===== src/rtl/side_probe_sequencer_pkg.sv =====
// Shared state encoding, result codes and default timing for the side-probe sequencer.
// Purely declarative: no latency, no flow control.
package side_probe_sequencer_pkg;

    typedef enum logic [2:0] {
        ST_IDLE,
        ST_PROBE,
        ST_TURN,
        ST_CLEAR,
        ST_DONE
    } state_e;

    localparam logic [1:0] RES_STRAIGHT = 2'b00;
    localparam logic [1:0] RES_LEFT     = 2'b01;
    localparam logic [1:0] RES_RIGHT    = 2'b10;
    localparam logic [1:0] RES_AROUND   = 2'b11;

    localparam int CNT_W          = 16;
    localparam int DEF_WIN_MS     = 1000;
    localparam int DEF_TURN90_MS  = 900;
    localparam int DEF_CLEAR_MS   = 1000;
    localparam int DEF_TIMEOUT_MS = 5000;

    function automatic logic [CNT_W-1:0] sat_inc(input logic [CNT_W-1:0] v);
        return (v == {CNT_W{1'b1}}) ? v : v + 1'b1;
    endfunction

endpackage


===== src/rtl/stable_window_counter.sv =====
// Counts consecutive ticks on which sig matched its previous tick sample; saturating.
// Count/reached update one cycle after the tick; no backpressure, clear has priority over tick.
// sample exposes the value captured on the most recent tick.
module stable_window_counter
    import side_probe_sequencer_pkg::*;
#(
    parameter int LIMIT = DEF_WIN_MS
) (
    input  logic             clk,
    input  logic             rst_n,
    input  logic             tick,
    input  logic             clear,
    input  logic             sig,
    output logic [CNT_W-1:0] count,
    output logic             reached,
    output logic             sample
);

    localparam logic [CNT_W-1:0] LIM = CNT_W'(LIMIT);

    logic [CNT_W-1:0] count_q, count_d;
    logic             sample_q, sample_d;

    // First tick after clear always yields 1: either a match from 0 or a reload.
    always_comb begin
        count_d  = count_q;
        sample_d = sample_q;
        if (clear) begin
            count_d  = '0;
            sample_d = 1'b0;
        end else if (tick) begin
            sample_d = sig;
            count_d  = (sig == sample_q) ? sat_inc(count_q) : CNT_W'(1);
        end
    end

    always_ff @(posedge clk or negedge rst_n) begin
        if (!rst_n) begin
            count_q  <= '0;
            sample_q <= 1'b0;
        end else begin
            count_q  <= count_d;
            sample_q <= sample_d;
        end
    end

    assign count   = count_q;
    assign reached = (count_q >= LIM);
    assign sample  = sample_q;

endmodule


===== src/rtl/side_probe_sequencer.sv =====
// Self-check sequencer: probe side detectors, turn toward the free side, confirm the front clears.
// All outputs registered; decisions act one cycle after the deciding tick. No backpressure; abort wins.
module side_probe_sequencer
    import side_probe_sequencer_pkg::*;
#(
    parameter int WIN_MS     = DEF_WIN_MS,
    parameter int TURN90_MS  = DEF_TURN90_MS,
    parameter int CLEAR_MS   = DEF_CLEAR_MS,
    parameter int TIMEOUT_MS = DEF_TIMEOUT_MS
) (
    input  logic       sys_clk,
    input  logic       rst,
    input  logic       tick_ms,
    input  logic       start,
    input  logic       abort,
    input  logic       front_detector,
    input  logic       left_detector,
    input  logic       right_detector,
    output logic       busy,
    output logic       done,
    output logic [1:0] result,
    output logic       fail,
    output logic       turn_left,
    output logic       turn_right
);

    localparam logic [CNT_W-1:0] TURN1  = CNT_W'(TURN90_MS);
    localparam logic [CNT_W-1:0] TURN2  = CNT_W'(2 * TURN90_MS);
    localparam logic [CNT_W-1:0] TO_LIM = CNT_W'(TIMEOUT_MS);

    state_e           state_q, state_d;
    logic [1:0]       result_q, result_d;
    logic             busy_q, busy_d, done_q, done_d, fail_q, fail_d;
    logic             tl_q, tl_d, tr_q, tr_d;
    logic [CNT_W-1:0] turn_cnt_q, turn_cnt_d, to_cnt_q, to_cnt_d, turn_next;
    logic             dec_l_q, dec_l_d, dec_r_q, dec_r_d;
    logic             val_l_q, val_l_d, val_r_q, val_r_d;

    logic             side_tick, side_clr, front_tick, front_clr;
    logic             l_reached, r_reached, f_reached, l_sample, r_sample, f_sample;
    logic [CNT_W-1:0] l_count, r_count, f_count;
    logic             l_known, r_known, l_val, r_val;
    logic             unused_obs;

    assign side_tick  = tick_ms && (state_q == ST_PROBE);
    assign side_clr   = (state_q != ST_PROBE);
    assign front_tick = tick_ms && (state_q == ST_CLEAR);
    assign front_clr  = (state_q != ST_CLEAR) || front_detector;
    assign unused_obs = ^{l_count, r_count, f_count, f_sample};

    stable_window_counter #(.LIMIT(WIN_MS)) u_left (
        .clk(sys_clk), .rst_n(rst), .tick(side_tick), .clear(side_clr), .sig(left_detector),
        .count(l_count), .reached(l_reached), .sample(l_sample)
    );

    stable_window_counter #(.LIMIT(WIN_MS)) u_right (
        .clk(sys_clk), .rst_n(rst), .tick(side_tick), .clear(side_clr), .sig(right_detector),
        .count(r_count), .reached(r_reached), .sample(r_sample)
    );

    // Held in clear while the front is blocked, so it only ever counts free ticks.
    stable_window_counter #(.LIMIT(CLEAR_MS)) u_front (
        .clk(sys_clk), .rst_n(rst), .tick(front_tick), .clear(front_clr), .sig(front_detector),
        .count(f_count), .reached(f_reached), .sample(f_sample)
    );

    assign l_known = dec_l_q || l_reached;
    assign r_known = dec_r_q || r_reached;
    assign l_val   = dec_l_q ? val_l_q : l_sample;
    assign r_val   = dec_r_q ? val_r_q : r_sample;

    always_comb begin
        state_d    = state_q;
        result_d   = result_q;
        busy_d     = busy_q;
        done_d     = 1'b0;
        fail_d     = 1'b0;
        tl_d       = tl_q;
        tr_d       = tr_q;
        turn_cnt_d = turn_cnt_q;
        to_cnt_d   = to_cnt_q;
        dec_l_d    = dec_l_q;
        dec_r_d    = dec_r_q;
        val_l_d    = val_l_q;
        val_r_d    = val_r_q;
        turn_next  = sat_inc(turn_cnt_q);
        case (state_q)
            ST_IDLE: begin
                if (start) begin
                    state_d    = ST_PROBE;
                    busy_d     = 1'b1;
                    turn_cnt_d = '0;
                    to_cnt_d   = '0;
                    dec_l_d    = 1'b0;
                    dec_r_d    = 1'b0;
                end
            end
            ST_PROBE: begin
                if (l_reached && !dec_l_q) begin
                    dec_l_d = 1'b1;
                    val_l_d = l_sample;
                end
                if (r_reached && !dec_r_q) begin
                    dec_r_d = 1'b1;
                    val_r_d = r_sample;
                end
                if (l_known && r_known) begin
                    result_d   = {l_val, r_val};
                    turn_cnt_d = '0;
                    if ({l_val, r_val} == RES_STRAIGHT) begin
                        state_d = ST_DONE;
                        done_d  = 1'b1;
                    end else begin
                        state_d = ST_TURN;
                        tl_d    = ({l_val, r_val} != RES_RIGHT);
                        tr_d    = ({l_val, r_val} == RES_RIGHT);
                    end
                end
            end
            ST_TURN: begin
                if (tick_ms) begin
                    turn_cnt_d = turn_next;
                    if (turn_next >= ((result_q == RES_AROUND) ? TURN2 : TURN1)) begin
                        state_d  = ST_CLEAR;
                        tl_d     = 1'b0;
                        tr_d     = 1'b0;
                        to_cnt_d = '0;
                    end
                end
            end
            ST_CLEAR: begin
                if (tick_ms) begin
                    to_cnt_d = sat_inc(to_cnt_q);
                end
                if (f_reached) begin
                    state_d = ST_DONE;
                    done_d  = 1'b1;
                end else if (to_cnt_q >= TO_LIM) begin
                    state_d = ST_DONE;
                    done_d  = 1'b1;
                    fail_d  = 1'b1;
                end
            end
            default: begin
                state_d = ST_IDLE;
                busy_d  = 1'b0;
            end
        endcase
        if (abort) begin
            state_d  = ST_IDLE;
            busy_d   = 1'b0;
            done_d   = 1'b0;
            fail_d   = 1'b0;
            tl_d     = 1'b0;
            tr_d     = 1'b0;
            result_d = result_q;
        end
    end

    always_ff @(posedge sys_clk or negedge rst) begin
        if (!rst) begin
            state_q    <= ST_IDLE;
            result_q   <= RES_STRAIGHT;
            busy_q     <= 1'b0;
            done_q     <= 1'b0;
            fail_q     <= 1'b0;
            tl_q       <= 1'b0;
            tr_q       <= 1'b0;
            turn_cnt_q <= '0;
            to_cnt_q   <= '0;
            dec_l_q    <= 1'b0;
            dec_r_q    <= 1'b0;
            val_l_q    <= 1'b0;
            val_r_q    <= 1'b0;
        end else begin
            state_q    <= state_d;
            result_q   <= result_d;
            busy_q     <= busy_d;
            done_q     <= done_d;
            fail_q     <= fail_d;
            tl_q       <= tl_d;
            tr_q       <= tr_d;
            turn_cnt_q <= turn_cnt_d;
            to_cnt_q   <= to_cnt_d;
            dec_l_q    <= dec_l_d;
            dec_r_q    <= dec_r_d;
            val_l_q    <= val_l_d;
            val_r_q    <= val_r_d;
        end
    end

    assign busy       = busy_q;
    assign done       = done_q;
    assign fail       = fail_q;
    assign result     = result_q;
    assign turn_left  = tl_q;
    assign turn_right = tr_q;

endmodule


===== config.mk =====
export PLATFORM = sky130hd
export DESIGN_NAME = side_probe_sequencer
export DESIGN_NICKNAME = d
export VERILOG_FILES = /design/src/rtl/side_probe_sequencer_pkg.sv /design/src/rtl/stable_window_counter.sv /design/src/rtl/side_probe_sequencer.sv
export SDC_FILE = /design/constraint.sdc
export NUM_CORES = 1
export LEC_CHECK = 0
export BUFFER_PORTS_ARGS = -buffer_cell sky130_fd_sc_hd__buf_4
export CAP_MARGIN = 15
export CORE_MARGIN = 5
export CORE_UTILIZATION = 57
export DETAILED_ROUTE_END_ITERATION = 10
export HOLD_SLACK_MARGIN = 0.08
export PLACE_DENSITY = 0.77
export SYNTH_ARGS = -nofsm -noshare
export SYNTH_HDL_FRONTEND = slang
export SYNTH_SLANG_ARGS = --single-unit

===== constraint.sdc =====
create_clock -name sys_clk -period 3.1 [get_ports sys_clk]
set_input_delay 0.62 -clock sys_clk [delete_from_list [all_inputs] [get_ports sys_clk]]
set_output_delay 0.62 -clock sys_clk [all_outputs]
set_load 0.02 [all_outputs]

Yosys cells after proc, flatten, opt, wreduce, memory -nomap -nowiden. Cells that the tools add are included.

Logic and storage cells: 163. Bits in registers: 97. Input port bits: 8.

Equal/unequal tests: 34. Reductions and logical operators: 32. Bitwise gates (word level): 1. Magnitude comparators: 5. Add/subtract/negate cells: 5. Mux-type cells: 67.

Operator list (number): $mux 16 (20); $pmux 16 s3 (2); $add 16x1->16 const B (5); $eq 16x16->1 const B (5); $ge 16x10->1 const B (3); $mux 1 (29); $mux 3 (8); $ne 3x3->1 const B (7); $ge 16x11->1 (1); $ge 16x13->1 const B (1); $ne 2x2->1 const B (6); $pmux 1 s2 (6); $pmux 3 s4 (1); $reduce_and 2->1 (6); $mux 11 (1); $reduce_and 5->1 (2); $reduce_and 3->1 (3); $reduce_bool 3->1 (3); $ne 2x1->1 const B (4); $eq 3x2->1 const B (2); $ne 3x2->1 const B (2); $reduce_and 6->1 (1); $reduce_bool 2->1 (3); $logic_and 1x1->1 (5); 12 further kinds (18).

Depth between registers and ports, before layout. Gate-level depths: netlist of the first run.

Word-level depth: 7. Gate-level depth with buffers: 15. Gate-level depth less buffers: 13.

Hierarchy. Synthesis of the first run repeated with hierarchy kept, for this count alone.

Cell total of the unflattened synthesis: 697. Area total of the unflattened synthesis: 6080.8 µm².

By module, submodules not included: side_probe_sequencer (area each 2865.2 µm², cells each 332, times used 1); stable_window_counter (u_front ...) (area each 1077.3 µm², cells each 122, times used 2); stable_window_counter (u_right) (area each 1061.0 µm², cells each 121, times used 1).

Least setup slack after synthesis of the first run. No wires, ideal clock.

Kind: reg-to-reg. From: register turn_cnt_q[0]. To: register to_cnt_q[9]. Arrival: 3.023 ns. Setup slack: -0.034 ns. Cell stages (with the launch flop): 14. Library setup time: 0.110 ns. Cells stage by stage: dfrtp_1 ha_1 and3_1 and4_4 buf_6 nor4b_1 xor2_1 ha_1 o21a_1 and2_1 a32oi_2 buf_6 o21ai_2 o41ai_1.

Word-level cells in the longest chain between the ends: 5. Elaborated cells between the ends (all ways): 6.

Ends and longest elaborated chain: start: declaration (line side_probe_sequencer.sv:35) `logic [CNT_W-1:0] turn_cnt_q, turn_cnt_d, to_cnt_q, to_cnt_d, turn_next;`; start signal: assignment (line side_probe_sequencer.sv:183) `turn_cnt_q <= turn_cnt_d;`; $add 16x1->16 / $eq 16x16->1 (equally long branches) (line side_probe_sequencer_pkg.sv:25) `return (v == {CNT_W{1'b1}}) ? v : v + 1'b1;`; $mux 16 * (line side_probe_sequencer_pkg.sv:25); $ge 16x11->1 * (line side_probe_sequencer.sv:123) `if (turn_next >= ((result_q == RES_AROUND) ? TURN2 : TURN1)) begin`; $ne 2x2->1 (no source line) *; $reduce_and 6->1 (no source line) *; end signal: assignment (line side_probe_sequencer.sv:184) `to_cnt_q <= to_cnt_d;`; end: declaration (line side_probe_sequencer.sv:35).

Every way passes the cells marked *; elsewhere a longest branch is shown, timed or not. A chain may end at the register's enable or synchronous reset.

Worst setup path after layout of the first run.
From: register turn_cnt_q[10]. To: register to_cnt_q[7].

Same word-level chain as after synthesis.

==> reports/qor.yml, run 1 <==
p_int_mw: 1.842
period_needed_ns: 2.995
numCtsBuffers: 9
drtPass1Iterations: 5
r2r_cells: 15
critPathCaptureType: "flop"
tightest_slew_ns: 1.003
required_ns: 3.33
grt_max_degree: 53
clk_pin_slew_ns: 0.10
power_frac_seq: 0.524
cp_slowest_cell: "dfrtp_1"
critical-path-top-delay-family: "simple AND/OR/NAND/NOR gates"
outcome: "finished clean"
finClkSkew_ns: 0.01387
path_class: "flop to flop"
io_pins: 15
worstPathMaxFanout: 8
slew_headroom: 0.3142
power.total_mw: 2.473
drc_errors: 0
multi_input_area_um2: 3023
synth_cell_types: 59
yosys_warnings: 0
clk_path_buf_depth: 2
insertion_delay_ns: 0.37
drive_gt1_frac: 0.1279
dieHeight_um: 109.3
ys_ff_latch: 97
syn_area_um2: 5625
numClockSinks: 97
synth.avg_cell_area_um2: 8.575
cts_tree: "done"
grt_pass1_wl_um: 21680
grt_pass1_vias: 4710
drv_slew: 0
drt_iter0_drc: 316
routedWlPerCell_um: 15.96
final_nets: 696
r2r-start: "turn_cnt_q[10]"
min_path_type: "input port to asynchronous set/reset pin"
syn-instance-count: 656
powerDensity_nw_per_um2: 396.5
vdd_drop_max_uv: 210.6
gr-total-overflow: 0
max_stage_delay_ns: 0.42
finalSetupTns_ns: 0
start_util: 0.5809
num_antenna_cells: 0
synth-edff-count: 0
post-dp-hpwl_um: 8798
core_um2: 9684
critPathBufInv: 3
finalSetupViolCount: 0
combPwrFrac: 0.098
synth_top_flop_cell: "dfrtp_1"
synthArstFlopShare: 1.000
p_leak_nw: 2.680
crit_arrival_ns: 3.23
drtAntennaViolNets: 0
hold_viol: 0
cp-startpoint: "turn_cnt_q[10]"
crit_chain: "and4_2, nand4_1, buf_4, nand3_1, o21ai_0, ha_1, nand2_2, nor3b_2, mux2i_1, o211ai_1, a32oi_2, buf_6, clkbuf_16, o21ai_0, o31ai_1"
critPathMostFrequentCell: "o21ai_0"
root_buffer: "clkbuf_8"
final.fill_count: 816
drv_cap: 0
antenna_found_initial: 0
switching_share: 0.2550
htreeDepth: 3
fin_crit_sh: 0.9661
final_cell_mix: "dfrtp_1 (93), nor2_1 (81), o21ai_0 (77)"
rrSetupSlack_ns: 0.10
dieArea_um2: 11960
r2r_end: "to_cnt_q[7]"
row_count: 36
ys_seq_area_frac: 0.4315
fmax_mhz: 333.9
syn2layout_area_growth_pct: 10.85
worstSetupStartpointType: "flop"
vias: 4980
io_buffer_count: 14
finalWeightedCongestion: 0.8637
clockPowerShare: 0.379
final_core_util: 0.6439
hold_buffers: 0
seqCellArea_um2: 2432
die_x_um: 109.3
viasPerCell: 6.125
synthesis.nets: 677
wirelength_um: 12980
p_switching_mw: 0.6306
grtUsageTotal: 0.2223
final_common_cell: "dfrtp_1"
-- sequential cells by signal, indices dropped and copies added, names as in the netlist --
register        count
busy                1
val_r_q             1
dec_l_q             1
u_left.sample       1
to_cnt_q           16
fail                1
done                1
state_q             3
u_right.sample      1
u_right.count      16
turn_cnt_q         16
dec_r_q             1
result              2
u_front.count      16
u_front.sample      1
val_l_q             1
turn_left           1
turn_right          1
u_left.count       16
-- layer usage --
| layer | track usage | part of all wire |
|---|---|---|
| met3 | 0.02995 | 0.037 |
| met2 | 0.3527 | 0.48 |
| met4 | 0.09528 | 0.021 |
| met1 | 0.3071 | 0.46 |
| met5 | 0 | 0 |
-- power groups by stage --
| stage | registers, mW | clock network, mW | logic, mW |
|---|---|---|---|
| final | 1.29 | 0.937 | 0.241 |
| after global routing | 1.30 | 0.992 | 0.267 |
| after CTS | 1.29 | 0.949 | 0.219 |
| after detailed placement | 1.32 | 0 | 0.218 |
| after global placement | 1.32 | 0 | 0.210 |
| after floorplan | 1.31 | 0 | 0.134 |
-- worst max path at each step --
stage | to | slack, ns | cells after the start
after global routing | to_cnt_q[7] | -0.04 | 15
after detailed placement | to_cnt_q[4] | 0.13 | 14
after global placement | to_cnt_q[3] | 0.27 | 13
after floorplan | to_cnt_q[9] | 0.11 | 13
after CTS | to_cnt_q[4] | 0.11 | 14
final | to_cnt_q[7] | 0.10 | 15
-- final cells by class --
cell class              count  area share
multi-input cells         514      0.4848
clock inverters             6     0.01445
inverters                  20     0.01204
repair buffers             33     0.04996
well taps                 133     0.02669
clock buffers              10     0.02207
flip-flops and latches     97      0.3900
-- synth_stat cells, drive strengths merged, types with 2 or more instances --
library cell | count | area (um2)
nor3 | 18 | 90.09
xor2 | 9 | 78.83
nand2 | 71 | 266.5
nand2b | 9 | 56.30
o31ai | 18 | 140.1
a21oi | 28 | 140.1
nand3 | 30 | 150.1
or4 | 2 | 18.77
o41ai | 5 | 43.79
o21ai | 90 | 476.7
dfrtp | 97 | 2427
nor3b | 3 | 22.52
ha | 13 | 162.7
a211oi | 4 | 30.03
a21o | 6 | 46.30
xnor2 | 11 | 96.34
a41o | 2 | 20.02
nand3b | 3 | 22.52
mux2 | 4 | 45.04
mux2i | 5 | 50.05
nand4 | 17 | 112.6
o211ai | 3 | 22.52
a31oi | 12 | 81.33
and2 | 9 | 56.31
a32o | 2 | 20.02
nor4 | 9 | 56.30
or3 | 5 | 31.28
clkbuf | 15 | 56.30
nor2 | 82 | 307.8
inv | 20 | 75.07
and4 | 6 | 55.05
or2 | 3 | 18.77
and3 | 19 | 118.9
buf | 10 | 81.32
-- stage by stage --
stage,hold slack (ns),cell area (um2),cells,setup WS [ns]
2_1_floorplan,0.3244,5632,656,0.1055
3_3_place_gp,0.4757,5903,793,0.2681
3_5_place_dp,0.4859,5903,793,0.1289
4_1_cts,0.3141,6131,809,0.1084
5_1_grt,0.3410,6236,813,-0.03516
6_report,0.2931,6236,813,0.1050
-- what timing repair did --
item	in CTS	in global routing
setup buffers	0	2
resized for setup	0	22
endpoints found under the setup margin	0	19
-- cells by family (layout without fill, tap and decap cells) --
kind of cell    after synthesis  in the layout  synth area share
flops                        97             97            0.4315
compound gates              184            184            0.2046
fa+ha+maj                    13             13           0.02892
mux                           9              9           0.01690
xor+xnor                     20             20           0.03114
buf+inv                      45             69           0.03781
simple gates                288            288            0.2491
(Power assumes the default switching activity.)
==> inputs of run 2 (changes only) <==
- CELL_PAD_IN_SITES_DETAIL_PLACEMENT: default -> 0
- CELL_PAD_IN_SITES_GLOBAL_PLACEMENT: default -> 1
- CORE_UTILIZATION: 57 -> 44
- PLACE_DENSITY: 0.77 -> default
- PLACE_DENSITY_LB_ADDON: default -> 0.1
==> run 2 against run 1 <==
Count of clock-buffer cells in the layout rose by 4. Total power rose by 7.1%. Final cell count rose by 5.0%. Via count fell by 2.7%. Global-route usage fell by 3.8 points. First-iteration DRC count rose by 7.0%. Design area rose by 2.4%. Combinational power barely moved. Utilization fell by 14 points. Clock power rose by 18%. Register-to-register slack improved by 0.03 ns.
==> reports/qor.yml, run 2 (same netlist as run 1, synthesis figures left out) <==
post-dp-hpwl_um: 8998  # +2.3%
grt_max_degree: 57  # +7.5%
clk_path_buf_depth: 2  # unchanged
hold_viol: 0  # unchanged
min_path_type: "input port to asynchronous set/reset pin"
core_um2: 12570  # +30%
antenna_found_initial: 0  # unchanged
met3_length_um: 348  # -27%
top_layer: "met4"
drc_errors: 0  # unchanged
io_buffer_count: 14  # unchanged
critPathBufInv: 1  # -2
num_antenna_cells: 0  # unchanged
fmax_mhz: 337.1  # +0.97%
drive_gt1_frac: 0.1217  # -0.006240
required_ns: 3.35  # +0.02 ns
wl_met2_um: 6274  # +0.30%
insertion_delay_ns: 0.35  # -0.02 ns
root_buffer: "clkbuf_16"
viasPerCell: 5.672  # -7.4%
dieHeight_um: 123.1  # +13%
vias: 4844  # -2.7%
finalSetupViolCount: 0  # unchanged
gr-total-overflow: 0  # unchanged
fin_cells: 854  # +5.0%
crit_chain: "ha_4, and3_4, and4_4, nor4b_4, xor2_1, ha_2, o21a_1, and2_1, a32oi_4, clkbuf_16, o21ai_0, o31ai_1"
cts_tree: "done"
p_leak_nw: 2.719  # +1.5%
worstPathMaxFanout: 5  # -3
postLayoutSetupSlackWorst_ns: 0.1339  # +0.02889 ns
clk_pin_slew_ns: 0.07  # -0.03 ns
finClkSkew_ns: 0.004823  # -0.009046 ns
switching_share: 0.2467  # -0.008294
grt_pass1_vias: 4629  # -1.7%
place_ws_ns: 0.09853  # -0.03036 ns
power.total_mw: 2.649  # +7.1%
drv_slew: 0  # unchanged
crit_arrival_ns: 3.22  # about the same
drtPass1Iterations: 5  # unchanged
wl_met1_um: 6477  # +8.5%
fin_crit_sh: 0.9568  # -0.009319
finalWeightedCongestion: 0.8009  # -7.3%
final_cell_mix: "dfrtp_1 (96), nor2_1 (82), o21ai_0 (81)"
p_int_mw: 1.995  # +8.3%
drt_iter0_drc: 338  # +7.0%
wirelength_um: 13300  # +2.5%
vdd_drop_max_uv: 224.1  # +6.4%
drv_cap: 0  # unchanged
tightest_slew_ns: 0.7223  # -0.2804 ns
htreeDepth: 3  # unchanged
outcome: "finished clean"
routedWlPerCell_um: 15.57  # -2.5%
critical-path-top-delay-family: "simple AND/OR/NAND/NOR gates"
io_pins: 15  # unchanged
grtUsageTotal: 0.1847  # -0.03759
max_stage_delay_ns: 0.41  # about the same
final_core_util: 0.5080  # -0.1359
final_nets: 698  # +0.29%
row_count: 41  # +14%
dp.cells: 834  # +5.2%
p_switching_mw: 0.6535  # +3.6%
drtAntennaViolNets: 0  # unchanged
combPwrFrac: 0.092  # -0.006
numClockSinks: 97  # unchanged
dieArea_um2: 15150  # +27%
start_util: 0.4476  # -0.1333
die_x_um: 123.1  # +13%
final.fill_count: 1187  # +45%
finalSetupTns_ns: 0  # unchanged
critPathCaptureType: "flop"
grt_pass1_wl_um: 22400  # +3.3%
cp_slowest_cell: "dfrtp_1"
clockPowerShare: 0.419  # +0.040
power_frac_seq: 0.489  # -0.035
path_class: "flop to flop"
final_common_cell: "dfrtp_1"
slew_headroom: 0.5147  # +0.2005
syn2layout_area_growth_pct: 13.50
numCtsBuffers: 9  # unchanged
worstSetupStartpointType: "flop"
period_needed_ns: 2.966  # -0.02889 ns
powerDensity_nw_per_um2: 414.9  # +4.6%
==> run 2: path summary, 6_finish.rpt <==
kind	from	to	slack, ns	cells past startpoint
worst max-delay path	turn_cnt_q[0]	to_cnt_q[4]	0.13	12
min in group sys_clk	u_front.count[9]	u_front.count[9]	0.48	1
worst min register to register	u_front.count[9]	u_front.count[9]	0.48	1
worst min-delay path	rst	u_left.count[8]	0.26	1
max in group asynchronous	rst	turn_cnt_q[12]	2.13	2
worst max register to register	turn_cnt_q[0]	to_cnt_q[4]	0.13	12
==> run 2: final cells by class <==
cell class / count / area (um2) / area share
clock inverter: 2 / 10.01 / 0.001568
timing repair buffer: 35 / 322.8 / 0.05056
sequential: 97 / 2429 / 0.3804
multi-input combinational: 514 / 3049 / 0.4776
clock buffer: 14 / 284.0 / 0.04448
inverter: 20 / 75.07 / 0.01176
tap: 172 / 215.2 / 0.03371
==> run 2: stage by stage <==
step	area, um2	hold WS, ns
2_1_floorplan	5632	0.3244
3_3_place_gp	5967	0.4672
3_5_place_dp	5967	0.4847
4_1_cts	6261	0.2784
5_1_grt	6385	0.3036
6_report	6385	0.2597
==> run 2: timing repair <==
action,4_1_cts,5_1_grt
resized for setup,0,15
buffers inserted,0,2
hold buffers,0,0
setup endpoints to repair,0,19
==> run 2: power groups by stage <==
stage / Clock (mW) / Sequential, mW / Combinational [mW]
final: 1.11 / 1.30 / 0.243
after global routing: 1.20 / 1.30 / 0.276
after CTS: 1.15 / 1.29 / 0.228
after detailed placement: 0 / 1.32 / 0.227
after global placement: 0 / 1.32 / 0.223
after floorplan: 0 / 1.31 / 0.134
==> run 2: layer usage <==
| layer | vias to the layer above | global-route usage |
|---|---|---|
| li1 | 2427 | - |
| met1 | 2342 | 0.2510 |
| met2 | 62 | 0.3020 |
| met3 | 13 | 0.02745 |
| met4 | 0 | 0.06505 |
| met5 | - | 0 |
==> inputs of run 3 (changes only) <==
- CORE_UTILIZATION: 44 -> 48
- clock period: 3.1 -> 3.04 ns (I/O delays scaled with it)
==> run 3 against run 2 <==
The flow now finishes with violations (negative setup slack). Sequential power is essentially flat. Clock skew is 0.0026 ns higher. Final cell count down 2.2%. Sequential cell count did not move. Worst setup slack got worse by 0.15 ns. Critical path type unchanged. Count of clock-buffer cells in the layout down 5. Design area grew 1.4%. Worst hold slack got worse by 0.00059 ns.
==> reports/qor.yml, run 3 (same netlist as run 1, synthesis figures left out) <==
switching_share: 0.2419  # -0.004802
core_um2: 11470  # -8.8%
drtAntennaViolNets: 0  # unchanged
routedWlPerCell_um: 16.32  # +4.8%
critPathCaptureType: "flop"
io_buffer_count: 14  # unchanged
grt_max_degree: 56  # -1.8%
power_frac_seq: 0.456  # -0.033
cts_tree: "done"
critPathMostFrequentCell: "nand4_1"
grt_pass1_wl_um: 23010  # +2.7%
dieHeight_um: 118.3  # -3.9%
insertion_delay_ns: 0.35  # about the same
crit_arrival_ns: 3.33  # +0.11 ns
p_switching_mw: 0.7009  # +7.2%
place_ws_ns: 0.09570  # -0.002830 ns
finalSetupViolCount: 2  # +2
powerDensity_nw_per_um2: 447.4  # +7.8%
hold_buffers: 0  # unchanged
combPwrFrac: 0.086  # -0.006
postLayoutSetupSlackWorst_ns: -0.01720  # -0.1511 ns
period_needed_ns: 3.057  # +0.09108 ns
p_int_mw: 2.196  # +10%
clk_pin_slew_ns: 0.07  # about the same
max_stage_delay_ns: 0.39  # -0.02 ns
crit_chain: "ha_2, and3_4, nand4_1, nand4_1, xnor2_1, ha_1, nand2_2, nor3_1, mux2i_1, o211ai_1, buf_4, a31oi_2, or3_1, a21oi_2"
required_ns: 3.31  # -0.04 ns
die_x_um: 118.3  # -3.9%
drtPass1Iterations: 5  # unchanged
drc_errors: 0  # unchanged
drv_cap: 0  # unchanged
drive_gt1_frac: 0.1416  # +0.01992
hold_viol: 0  # unchanged
min_path_type: "input port to asynchronous set/reset pin"
dieArea_um2: 13980  # -7.7%
violations: "negative setup slack"
root_buffer: "clkbuf_16"
tightest_slew_ns: 0.6706  # -0.05177 ns
row_count: 39  # -4.9%
final_cell_mix: "dfrtp_1 (96), o21ai_0 (83), nor2_1 (82)"
final_common_cell: "dfrtp_1"
wirelength_um: 13620  # +2.5%
cp_slowest_cell: "dfrtp_1"
slew_headroom: 0.5495  # +0.03478
grt_pass1_vias: 4644  # +0.32%
worstPathMaxFanout: 4  # -1
grtUsageTotal: 0.1957  # +0.01094
antenna_found_initial: 0  # unchanged
final_core_util: 0.5646  # +0.05663
io_pins: 15  # unchanged
start_util: 0.4906  # +0.04298
numClockSinks: 97  # unchanged
power.total_mw: 2.897  # +9.4%
vdd_drop_max_uv: 333.9  # +49%
finalWeightedCongestion: 0.8786  # +9.7%
fin_crit_sh: 1.006  # +0.04885
gr-total-overflow: 0  # unchanged
p_leak_nw: 2.784  # +2.4%
viasPerCell: 5.949  # +4.9%
path_class: "flop to flop"
fin_hold_ws_ns: 0.2591  # -0.0005900 ns
worstSetupStartpointType: "flop"
num_antenna_cells: 0  # unchanged
htreeDepth: 3  # unchanged
numCtsBuffers: 9  # unchanged
syn2layout_area_growth_pct: 15.10
drv_slew: 0  # unchanged
clockPowerShare: 0.458  # +0.039
outcome: "finished, violations left"
fmax_mhz: 327.1  # -3.0%
finClkSkew_ns: 0.007424  # +0.002601 ns
vias: 4967  # +2.5%
post-dp-hpwl_um: 9118  # +1.3%
final_nets: 708  # +1.4%
clk_path_buf_depth: 2  # unchanged
drt_iter0_drc: 423  # +25%
==> run 3: cell count changes in the layout (fill, tap and decap cells not counted), moves of 2 or more <==
cell        delta
and4_2         +2
clkbuf_8       -4
and4_1         -2
clkinvlp_4     +2
buf_4         +10
bufinv_16      +3
o21ai_0        +2
o21ai_1        -2
==> run 3: critical path: cells and delay by family, from the launching register on <==
family	cells	cell delay (ns)
compound gates	3	0.45
xor+xnor	1	0.19
fa+ha+maj	2	0.52
buf+inv	1	0.19
flops	1	0.39
mux	1	0.12
simple gates	6	1.12
==> run 3: cell type report <==
class | count | area, um2
fill | 1015 | 4992
multi-input combinational | 514 | 3050
sequential | 97 | 2429
timing repair buffer | 45 | 397.9
clock buffer | 9 | 225.2
tap | 143 | 178.9
clock inverter | 7 | 118.9
inverter | 20 | 75.07
==> run 3: per-stage QoR <==
step / instances / cell area (um2) / TNS [ns]
floorplan: 656 / 5632 / 0
global placement: 809 / 5961 / 0
detailed placement: 809 / 5961 / 0
CTS: 825 / 6305 / 0
global route: 835 / 6475 / -0.7436
finish: 835 / 6475 / -0.02004
==> run 3: path summary, 6_finish.rpt <==
path | to | startpoint | depth (start not counted) | slack (ns)
setup reg to reg | state_q[0] | turn_cnt_q[0] | 14 | -0.02
min in group sys_clk | u_front.count[0] | front_detector | 2 | 0.48
setup / recovery | state_q[0] | turn_cnt_q[0] | 14 | -0.02
hold reg to reg | u_left.count[9] | u_left.count[9] | 1 | 0.49
max in group asynchronous | turn_cnt_q[13] | rst | 2 | 2.08
hold / removal | turn_cnt_q[3] | rst | 1 | 0.26
==> run 3: metal layers <==
layer / track usage / vias to the layer above / share of wire
met3: 0.03725 / 16 / 0.039
li1: - / 2436 / -
met5: 0 / - / 0
met1: 0.2822 / 2417 / 0.49
met4: 0.06595 / 0 / 0.014
met2: 0.2964 / 98 / 0.46
==> run 3: power by group through the flow <==
stage	Clock, mW	Sequential [mW]	Combinational [mW]
2_1_floorplan	0	1.34	0.136
3_3_place_gp	0	1.34	0.226
3_5_place_dp	0	1.34	0.229
4_1_cts	1.35	1.32	0.231
5_1_grt	1.41	1.32	0.282
6_report	1.33	1.32	0.250
==> run 3: repair_timing <==
| action | in CTS | in global routing |
|---|---|---|
| endpoints found under the hold margin | 0 | 0 |
| resized for setup | 0 | 16 |
| endpoints found under the setup margin | 0 | 19 |
| buffers inserted | 0 | 8 |
